--- src/rtl/sram_2rw_ctrl.sv ---
// Two-client controller for the 2RW 64x128 OpenRAM macro: client A on port 0,
// client B on port 1, round-robin collision arbitration and an INIT_VALUE fill.
module sram_2rw_ctrl #(
  parameter int                    DATA_WIDTH    = 64,
  parameter int                    ADDR_WIDTH    = 7,
  parameter logic [DATA_WIDTH-1:0] INIT_VALUE    = '0,
  parameter bit                    INIT_ON_RESET = 1'b1
) (
  input  logic                  clk,
  input  logic                  rst_n,
  input  logic                  init_start,
  output logic                  init_busy,
  input  logic                  a_req_valid,
  output logic                  a_req_ready,
  input  logic                  a_req_we,
  input  logic [ADDR_WIDTH-1:0] a_req_addr,
  input  logic [DATA_WIDTH-1:0] a_req_wdata,
  output logic                  a_rsp_valid,
  output logic [DATA_WIDTH-1:0] a_rsp_rdata,
  input  logic                  b_req_valid,
  output logic                  b_req_ready,
  input  logic                  b_req_we,
  input  logic [ADDR_WIDTH-1:0] b_req_addr,
  input  logic [DATA_WIDTH-1:0] b_req_wdata,
  output logic                  b_rsp_valid,
  output logic [DATA_WIDTH-1:0] b_rsp_rdata,
  output logic                  sram_csb0,
  output logic                  sram_web0,
  output logic [ADDR_WIDTH-1:0] sram_addr0,
  output logic [DATA_WIDTH-1:0] sram_din0,
  input  logic [DATA_WIDTH-1:0] sram_dout0,
  output logic                  sram_csb1,
  output logic                  sram_web1,
  output logic [ADDR_WIDTH-1:0] sram_addr1,
  output logic [DATA_WIDTH-1:0] sram_din1,
  input  logic [DATA_WIDTH-1:0] sram_dout1,
  output logic [15:0]           conflict_cnt
);

  localparam logic [0:0]            ST_RUN  = 1'b0;
  localparam logic [0:0]            ST_INIT = 1'b1;
  localparam logic [ADDR_WIDTH-2:0] K_LAST  = '1;

  logic [0:0]            state_reg;
  logic                  boot_reg;
  logic [ADDR_WIDTH-2:0] fill_k_reg;
  logic                  rr_ptr_reg;
  logic [15:0]           conflict_cnt_reg;

  logic run, collision, a_acc, b_acc;
  logic p0_en, p0_we, p1_en, p1_we;
  logic [ADDR_WIDTH-1:0] p0_addr, p1_addr;
  logic [DATA_WIDTH-1:0] p0_din, p1_din;

  assign run       = (state_reg == ST_RUN);
  assign init_busy = (state_reg == ST_INIT);
  assign collision = a_req_valid & b_req_valid & (a_req_addr == b_req_addr)
                   & (a_req_we | b_req_we);

  // rr_ptr_reg == 0 favours A; only matters on a collision.
  assign a_req_ready = run & (~collision | ~rr_ptr_reg);
  assign b_req_ready = run & (~collision | rr_ptr_reg);
  assign a_acc       = a_req_valid & a_req_ready;
  assign b_acc       = b_req_valid & b_req_ready;

  always_comb begin
    p0_en = 1'b0; p0_we = 1'b0; p0_addr = '0; p0_din = '0;
    p1_en = 1'b0; p1_we = 1'b0; p1_addr = '0; p1_din = '0;
    if (state_reg == ST_INIT) begin
      // Both halves filled in parallel: port 0 the low half, port 1 the high half.
      p0_en = 1'b1; p0_we = 1'b1; p0_addr = {1'b0, fill_k_reg}; p0_din = INIT_VALUE;
      p1_en = 1'b1; p1_we = 1'b1; p1_addr = {1'b1, fill_k_reg}; p1_din = INIT_VALUE;
    end else begin
      if (a_acc) begin
        p0_en = 1'b1; p0_we = a_req_we; p0_addr = a_req_addr;
        p0_din = a_req_we ? a_req_wdata : '0;
      end
      if (b_acc) begin
        p1_en = 1'b1; p1_we = b_req_we; p1_addr = b_req_addr;
        p1_din = b_req_we ? b_req_wdata : '0;
      end
    end
  end

  assign sram_csb0  = ~(p0_en & rst_n);
  assign sram_web0  = ~p0_we;
  assign sram_addr0 = p0_addr;
  assign sram_din0  = p0_din;
  assign sram_csb1  = ~(p1_en & rst_n);
  assign sram_web1  = ~p1_we;
  assign sram_addr1 = p1_addr;
  assign sram_din1  = p1_din;

  always_ff @(posedge clk or negedge rst_n) begin
    if (!rst_n) begin
      state_reg        <= ST_RUN;
      boot_reg         <= INIT_ON_RESET;
      fill_k_reg       <= '0;
      rr_ptr_reg       <= 1'b0;
      conflict_cnt_reg <= '0;
    end else begin
      boot_reg <= 1'b0;
      if (state_reg == ST_INIT) begin
        fill_k_reg <= fill_k_reg + 1'b1;
        if (fill_k_reg == K_LAST) begin
          state_reg  <= ST_RUN;
          fill_k_reg <= '0;
        end
      end else begin
        if (boot_reg || init_start) state_reg <= ST_INIT;
        if (collision) begin
          rr_ptr_reg <= ~rr_ptr_reg;
          if (conflict_cnt_reg != 16'hFFFF) conflict_cnt_reg <= conflict_cnt_reg + 16'd1;
        end
      end
    end
  end

  assign conflict_cnt = conflict_cnt_reg;

  // Read response path, one identical slice per client.
  logic [1:0]            rd_acc;
  logic [DATA_WIDTH-1:0] rd_dout  [2];
  logic [1:0]            rsp_valid;
  logic [DATA_WIDTH-1:0] rsp_rdata[2];

  assign rd_acc[0]  = a_acc & ~a_req_we;
  assign rd_acc[1]  = b_acc & ~b_req_we;
  assign rd_dout[0] = sram_dout0;
  assign rd_dout[1] = sram_dout1;

  generate
    for (genvar gi = 0; gi < 2; gi++) begin : g_rsp
      logic                  pend_reg;
      logic                  valid_reg;
      logic [DATA_WIDTH-1:0] rdata_reg;
      always_ff @(posedge clk or negedge rst_n) begin
        if (!rst_n) begin
          pend_reg  <= 1'b0;
          valid_reg <= 1'b0;
          rdata_reg <= '0;
        end else begin
          pend_reg  <= rd_acc[gi];
          valid_reg <= pend_reg;
          if (pend_reg) rdata_reg <= rd_dout[gi];
        end
      end
      assign rsp_valid[gi] = valid_reg;
      assign rsp_rdata[gi] = rdata_reg;
    end
  endgenerate

  assign a_rsp_valid = rsp_valid[0];
  assign a_rsp_rdata = rsp_rdata[0];
  assign b_rsp_valid = rsp_valid[1];
  assign b_rsp_rdata = rsp_rdata[1];

endmodule

--- config.mk ---
export PLATFORM = sky130hd
export DESIGN_NAME = sram_2rw_ctrl
export DESIGN_NICKNAME = d
export VERILOG_FILES = /design/src/rtl/sram_2rw_ctrl.sv
export SDC_FILE = /design/constraint.sdc
export NUM_CORES = 1
export LEC_CHECK = 0
export BUFFER_PORTS_ARGS = -buffer_cell sky130_fd_sc_hd__buf_2
export CAP_MARGIN = 20
export CORE_AREA = 4 4 220 222
export DETAILED_ROUTE_END_ITERATION = 6
export DIE_AREA = 0 0 224 226
export HOLD_SLACK_MARGIN = 0.1
export SLEW_MARGIN = 25
export SYNTH_ARGS = -nofsm -noshare
export SYNTH_HDL_FRONTEND = slang
export SYNTH_SLANG_ARGS = --single-unit
--- constraint.sdc ---
create_clock -name clk -period 3.1 [get_ports clk]
set_clock_uncertainty 0.2 [all_clocks]
set_input_delay 0.62 -clock clk [delete_from_list [all_inputs] [get_ports clk]]
set_output_delay 0.62 -clock clk [all_outputs]
set_load 0.01 [all_outputs]
# [Word-level counts from Yosys, hierarchy flattened]
# Cells that the tools add are included.
[totals] reg_bits=157 word_cells=64
[op_classes] n_reduce_logical=3 n_addsub=2 n_bitwise=23 mux=22 n_eq_ne=3
[ops] cell="$mux 64" count=6
[ops] cell="$mux 7" count=4
[ops] cell="$add 16x1->16 const B" count=1
[ops] cell="$ne 16x16->1 const B" count=1
[ops] cell="$and 1x1->1" count=11
[ops] cell="$mux 1" count=11
[ops] cell="$not 1->1" count=9
[ops] cell="$eq 7x7->1" count=1
[ops] cell="$add 6x1->6 const B" count=1
[ops] cell="$eq 6x6->1 const B" count=1
[ops] cell="$mux 6" count=1
[ops] cell="$or 1x1->1" count=3
[ops] cell="$reduce_and 3->1" count=1
[ops] cell="$reduce_and 2->1" count=1
[ops] cell="$logic_or 1x1->1" count=1

# [Depth between registers and ports, before layout]
# Gate-level depths: netlist of the first run.
[depth] ltp_word=11 depth_mapped=8 ltp_nobuf=6

# [Least setup slack after synthesis of the first run]
# OpenSTA, ideal clock, no wires.
[synth_path] path_type="input -> output" startpoint="input port b_req_addr[4]" endpoint="output port sram_din0[10]" slack_ns=0.166 cell_stages=7 t_required_ns=2.280 arrival_time_ns=2.114 cell_sequence="xor2_1 > nor4_4 > a41oi_2 > and3_1 > buf_6 > buf_8 > and2_4"
[synth_via] elab_chain_cells=9
[synth_rtl] item="from (decl)" line_no="23" rtl="input logic [ADDR_WIDTH-1:0] b_req_addr,"
[synth_rtl] item="$eq 7x7->1" line_no="57" rtl="assign collision = a_req_valid & b_req_valid & (a_req_addr == b_req_addr)"
[synth_rtl] item="$and 1x1->1" line_no="57"
[synth_rtl] item="$and 1x1->1" line_no="58" rtl="& (a_req_we | b_req_we);"
[synth_rtl] item="$not 1->1" line_no="61" rtl="assign a_req_ready = run & (~collision | ~rr_ptr_reg);"
[synth_rtl] item="$or 1x1->1" line_no="61"
[synth_rtl] item="$and 1x1->1" line_no="61"
[synth_rtl] item="net a_req_ready" line_no="14" rtl="output logic a_req_ready,"
[synth_rtl] item="$and 1x1->1" line_no="63" rtl="assign a_acc = a_req_valid & a_req_ready;"
[synth_rtl] item="$mux 64" line_no="74" rtl="if (a_acc) begin"
[synth_rtl] item="$mux 64" line_no="69" rtl="if (state_reg == ST_INIT) begin"
[synth_rtl] item="to (decl)" line_no="30" rtl="output logic [DATA_WIDTH-1:0] sram_din0,"
# The timed path passes the listed nets, and every way through them passes these cells.

# [Worst setup path in the final report of the first run]
[layout_path] startpoint="input port b_req_addr[6]" endpoint="output port sram_din1[23]"
[layout_via] elab_chain_cells=9
[layout_rtl] item="$eq 7x7->1" line_no="57"
[layout_rtl] item="$and 1x1->1" line_no="57"
[layout_rtl] item="$and 1x1->1" line_no="58"
[layout_rtl] item="$not 1->1" line_no="62" rtl="assign b_req_ready = run & (~collision | rr_ptr_reg);"
[layout_rtl] item="$or 1x1->1" line_no="62"
[layout_rtl] item="$and 1x1->1" line_no="62"
[layout_rtl] item="$and 1x1->1" line_no="64" rtl="assign b_acc = b_req_valid & b_req_ready;"
[layout_rtl] item="$mux 64" line_no="78" rtl="if (b_acc) begin"
[layout_rtl] item="$mux 64" line_no="69"
[layout_rtl] item="to (decl)" line_no="35" rtl="output logic [DATA_WIDTH-1:0] sram_din1,"
# Every way passes these cells.

==> flow_summary.yaml, run 1 <==
outcome:
  status: "completed"
critical_path:
  cp_num_buf_inv: 3
  critical_path.most_common_cell: "buf_4"
  cp_slowest_cell: "nor4_4"
  r2r_slack_ns: 0.76
  critPathCaptureType: "output pin"
  cp.required_ns: 2.28
  worstPathCellList: "buf_4 -> xor2_2 -> nor4_4 -> a41oi_2 -> and3_4 -> buf_4 -> and2_1 -> buf_2"
  ff2ff_path_depth: 6
  reg2reg_to: "conflict_cnt[1]"
  critPathKind: "input pin to output pin"
  critical-path-top-delay-family: "simple AND/OR/NAND/NOR gates"
  critPathMaxStageDelay_ns: 0.37
  r2r-start: "conflict_cnt[0]"
  setup.worst_path.start_class: "input pin"
  path_max_fanout: 8
  critical_path_arrival_ns: 2.26
hold_path:
  hp-class: "input pin to register"
  hold_end: "a_rsp_rdata[45]"
  min_delay_path_depth: 2
  min_from: "sram_dout0[45]"
floorplan:
  core_um2: 46400
  die-area_um2: 50600
  initial_core_util: 0.161
  die_h_um: 226
  rows: 79
  io_pins: 572
  dieWidth_um: 224
power:
  p_leak_nw: 6.59
  vdd_drop_max_mv: 0.374
  power.density_nw_per_um2: 579
  p_total_mw: 6.85
synth:
  netlist_instances: 568
  yosys_warnings: 0
  synth_seq_cells: 157
  ys_seq_area_frac: 0.527
  synth_top_area_cell: "dfrtp_1"
  yosys-top-cells-area: "dfrtp_1 (52%), mux2_2 (20%), and2_4 (7.0%)"
  synthesis.nets: 847
  synthesis.area_um2: 7460
  ys_types: 40
  ys.flop_type: "dfrtp_1"
  synth.top_cell.area_share: 0.524
  synth-async-reset-ratio: 1.00
  synth_edf_count: 0
  avgSynthCellArea_um2: 13.1
grt:
  grt_first_pass_wirelength_um: 46900
  antenna_found_initial: 3
  first_global_vias: 7293
  overflow: 0
  use_met2: 0.235
  grt.met1_usage: 0.128
  grt_max_degree: 100
  use_met3: 0.0432
  track_usage: 0.125
  grt_busiest_layer: "met2"
timing:
  fin_crit_sh: 0.993
  hold_violations: 0
  setup_violations: 0
  final.min_clock_period_ns: 3.08
  rsz0062_at_grt: "yes"
  finalMaxSlewViolations: 0
  slew_headroom: 0.560
  worst_slew_pin_slew_ns: 0.661
  max_freq_ghz: 0.325
place:
  dpl.hpwl_um: 27900
  port_buffers: 571
  numPlacedInstances: 1735
  place_congestion: 0.975
drt:
  wirelength_um: 33900
  via_per_inst: 3.91
  drc: 0
  wl_per_cell_um: 19.1
  vias: 6947
  first_pass_iters: 4
  drtAntennaViolNets: 0
  first_iter_violations: 225
final_layout:
  final_cells: 1775
  syn_to_final_growth_pct: 58.7
  mostFrequentLayoutCell: "buf_2"
  final_core_util: 0.255
  drive_gt1_frac: 0.725
  num-fill-cells: 5017
  layout_common_cells: "buf_2 (566), dfrtp_1 (154), mux2_2 (130), and2_4 (63), and2_1 (62)"
  fin_nets: 1432
clocking:
  cts_made_buffers: 17
  clock_path_buffers: 2
  cts_tree: "yes"
  cts_sinks: 157
  clk_pin_slew_ns: 0.07
  cts_root_buffer: "clkbuf_16"
  clk_latency_ns: 0.45
  h-tree-depth: 4
flow_run:
  maxCapViolCount: 0
-- repair_timing --
action / 4_1_cts / 5_1_grt
resized for setup: 2 / 10
pin swaps: 1 / 6
setup endpoints to repair: 12 / 74
hold buffers: 1 / 0
buffers inserted: 0 / 1
gates cloned: 0 / 4
hold endpoints to repair: 16 / 0
-- per-layer routing --
| metal | vias up | share of wire |
|---|---|---|
| met3 | 42 | 0.086 |
| met1 | 3425 | 0.35 |
| met2 | 367 | 0.54 |
| met5 | - | 0.00038 |
| li1 | 3111 | - |
| met4 | 2 | 0.026 |
-- through the flow --
step,setup WS [ns],hold slack [ns],cell area (um^2),setup TNS (ns)
after floorplan,0.166,0.124,7460,0
after global placement,-0.0326,0.283,11100,-0.165
after detailed placement,-0.00908,0.287,11100,-0.0169
after CTS,0.00665,0.151,11700,0
after global routing,-0.0277,0.157,11800,-0.603
final,0.0232,0.197,11800,0
-- logic make-up after synthesis --
group           count (synthesis)  synth area share
compound gates                 24            0.0274
xor+xnor                       27            0.0317
fa+ha+maj                       2           0.00336
buf+inv                        38            0.0378
flops                         157             0.527
mux                           130             0.196
other cells                     1          0.000503
simple gates                  189             0.176
-- how the worst max path moves through the flow --
stage	startpoint	to	slack (ns)	cells past startpoint
6_report	b_req_addr[6]	sram_din1[23]	0.02	8
5_1_grt	b_req_addr[6]	sram_din1[24]	-0.03	8
4_1_cts	b_req_addr[4]	sram_din1[60]	0.007	8
3_5_place_dp	b_req_addr[2]	sram_din0[63]	-0.009	8
3_3_place_gp	b_req_addr[2]	sram_din0[0]	-0.03	8
2_1_floorplan	b_req_addr[4]	sram_din0[10]	0.17	7
-- cell usage after synthesis (all sizes together), types with 2 or more instances --
cell	number
dfrtp	156
and2	130
mux2	130
xor2	22
clkbuf	20
buf	15
a22o	12
nand2	11
nor2	9
nor3	9
nand4	7
nand3	6
and3	5
nor4	5
xnor2	5
a41oi	3
inv	3
a21o	2
a21oi	2
ha	2
nor2b	2
nor3b	2
nor4b	2
o21ai	2
-- where the power goes --
group	internal, mW	total (mW)	switching, mW
combinational	0.951	1.80	0.850
clock	1.30	2.23	0.921
sequential	2.52	2.82	0.304
total	4.77	6.85	2.07
-- worst register-to-register path, cell delays in order (launching register included) --
cell,delay (ns)
dfrtp_1,0.41
ha_1,0.32
nand3_1,0.16
nor3_1,0.14
and3_1,0.54
nor2_1,0.17
mux2_2,0.30
-- cell type report --
class                   count  area, um^2  share of cell area
diodes                      2        5.00            0.000423
clock inverters            14         183              0.0154
flip-flops and latches    157        3930               0.332
inverters                   3        11.3            0.000952
repair buffers            601        3230               0.273
clock buffers              18         439              0.0371
well taps                 607         759              0.0642
multi-input cells         373        3280               0.277
Note: power is estimated with default switching activity, not from simulation.
==> run 2, diff against run 1 <==
Settings changed: CORE_AREA 4 4 220 222 to 4 4 218 220, DIE_AREA 0 0 224 226 to 0 0 222 224, SETUP_SLACK_MARGIN from default to 0.4.
==> run 2 against run 1 <==
Net effect: worst setup slack gained 0.019 ns; routed wire length shrank 9.5%; combinational power grew 4%; first-iteration DRC count grew 24%; critical path type unchanged; highest routed layer unchanged.
==> flow_summary.yaml, run 2 (synthesized netlist as in run 1, its figures left out) <==
critical_path:
  ff2ff_path_depth: 6
  critPathMaxStageDelay_ns: 0.33
  cp.required_ns: 2.28
  worstPathCellList: "buf_8 -> xor2_4 -> nor4_4 -> buf_4 -> a41oi_2 -> and3_4 -> buf_12 -> and2_4 -> buf_6"
  setup.worst_path.start_class: "input pin"
  critPathKind: "input pin to output pin"
  path_max_fanout: 8
  critPathCaptureType: "output pin"
  cp_slowest_cell: "nor4_4"
  critical_path_arrival_ns: 2.24
floorplan:
  rows: 78
  core_um2: 45300
  io_pins: 572
  die_h_um: 224
  die-area_um2: 49700
  initial_core_util: 0.165
  dieWidth_um: 222
clocking:
  cts_sinks: 157
  h-tree-depth: 4
  clk_latency_ns: 0.44
  cts_root_buffer: "clkbuf_16"
  clk_pin_slew_ns: 0.06
  cts_tree: "yes"
  cts_made_buffers: 17
  clock_path_buffers: 2
final_layout:
  layout_common_cells: "buf_2 (430), dfrtp_1 (154), buf_6 (144), and2_4 (130), mux2_2 (130)"
  fin_nets: 1437
  final_cells: 1771
  mostFrequentLayoutCell: "buf_2"
  drive_gt1_frac: 0.783
  antenna_cells: 0
  final_core_util: 0.289
  syn_to_final_growth_pct: 75.5
hold_path:
  min_delay_path_depth: 2
  hp-class: "input pin to register"
outcome:
  status: "completed"
place:
  dp_worst_setup_slack_ns: -0.0976
  place_congestion: 1.13
  port_buffers: 571
  numPlacedInstances: 1719
  dpl.hpwl_um: 22900
grt:
  antenna_found_initial: 2
  track_usage: 0.108
  grt_first_pass_wirelength_um: 42000
  overflow: 0
  first_global_vias: 7021
  grt_max_degree: 75
drt:
  wirelength_um: 30600
  first_iter_violations: 279
  via_per_inst: 3.89
  wl_per_cell_um: 17.3
  drc: 0
  first_pass_iters: 4
  vias: 6883
  drtAntennaViolNets: 0
timing:
  setup_violations: 0
  max_freq_ghz: 0.327
  rsz0062_at_grt: "yes"
  slew_headroom: 0.565
  final.min_clock_period_ns: 3.06
  tns_ns: 0
  hold_violations: 0
  setup_ws_ns: 0.0423
  finalMaxSlewViolations: 0
  fin_crit_sh: 0.986
  worst_slew_pin_slew_ns: 0.653
power:
  p_leak_nw: 6.86
  vdd_drop_max_mv: 0.407
  power.density_nw_per_um2: 525
  p_total_mw: 6.88
flow_run:
  maxCapViolCount: 0
[run 2: cell count changes in the layout (fill, tap and decap cells not counted), sizes merged]
cell      previous run  this run
clkinv               2         5
clkinvlp             4         0
diode                2         0
buf                598       599
clkbuf              20        29
inv                  8         4
[run 2: timing repair]
| item | 4_1_cts | 5_1_grt |
|---|---|---|
| gates resized for setup | 14 | 176 |
| pin swaps | 5 | 20 |
| hold endpoints to repair | 11 | 0 |
| cloned | 1 | 11 |
| hold buffers | 1 | 0 |
| setup endpoints to repair | 146 | 148 |
| setup buffers | 4 | 3 |
[run 2: critical path, delay by kind of cell]
kind | cells | cell delay (ns)
compound gates | 1 | 0.10
simple gates | 3 | 0.77
xor+xnor | 1 | 0.18
buf+inv | 4 | 0.56
[run 2: per-stage QoR]
stage | cell area (um^2) | hold WS [ns]
2_1_floorplan | 7660 | 0.124
3_3_place_gp | 11200 | 0.282
3_5_place_dp | 11200 | 0.281
4_1_cts | 11900 | 0.160
5_1_grt | 13100 | 0.124
6_report | 13100 | 0.153
[run 2: area by class of cell]
class                   count  area (um^2)
clock buffers              23          488
clock inverters             9          131
fillers                  4662        32200
inverters                   3         11.3
multi-input cells         373         3520
flip-flops and latches    157         3930
well taps                 600          751
repair buffers            606         4250
[run 2: where the power goes]
| group | internal [mW] | leakage, nW | switching (mW) |
|---|---|---|---|
| Clock | 1.35 | 0.308 | 0.849 |
| Sequential | 2.52 | 2.05 | 0.283 |
| Combinational | 1.01 | 4.50 | 0.864 |
| Total | 4.88 | 6.86 | 2.00 |
[run 2: final timing paths]
check	end	slack, ns	startpoint
max	sram_din1[3]	0.04	b_req_addr[6]
max reg2reg	conflict_cnt[1]	0.88	conflict_cnt[0]
min in group asynchronous	fill_k_reg[3]	0.41	rst_n
max in group asynchronous	a_rsp_rdata[27]	1.07	rst_n
min reg2reg	a_rsp_rdata[58]	0.30	a_rsp_rdata[58]
min	g_rsp[1].pend_reg	0.15	b_req_we
[run 2: routing by layer]
metal  global-route usage  vias up  share of wire
li1                     -     3116              -
met1                0.132     3410           0.41
met2                0.171      311           0.48
met3               0.0480       42          0.083
met4               0.0370        4          0.019
met5                    0        -        0.00088
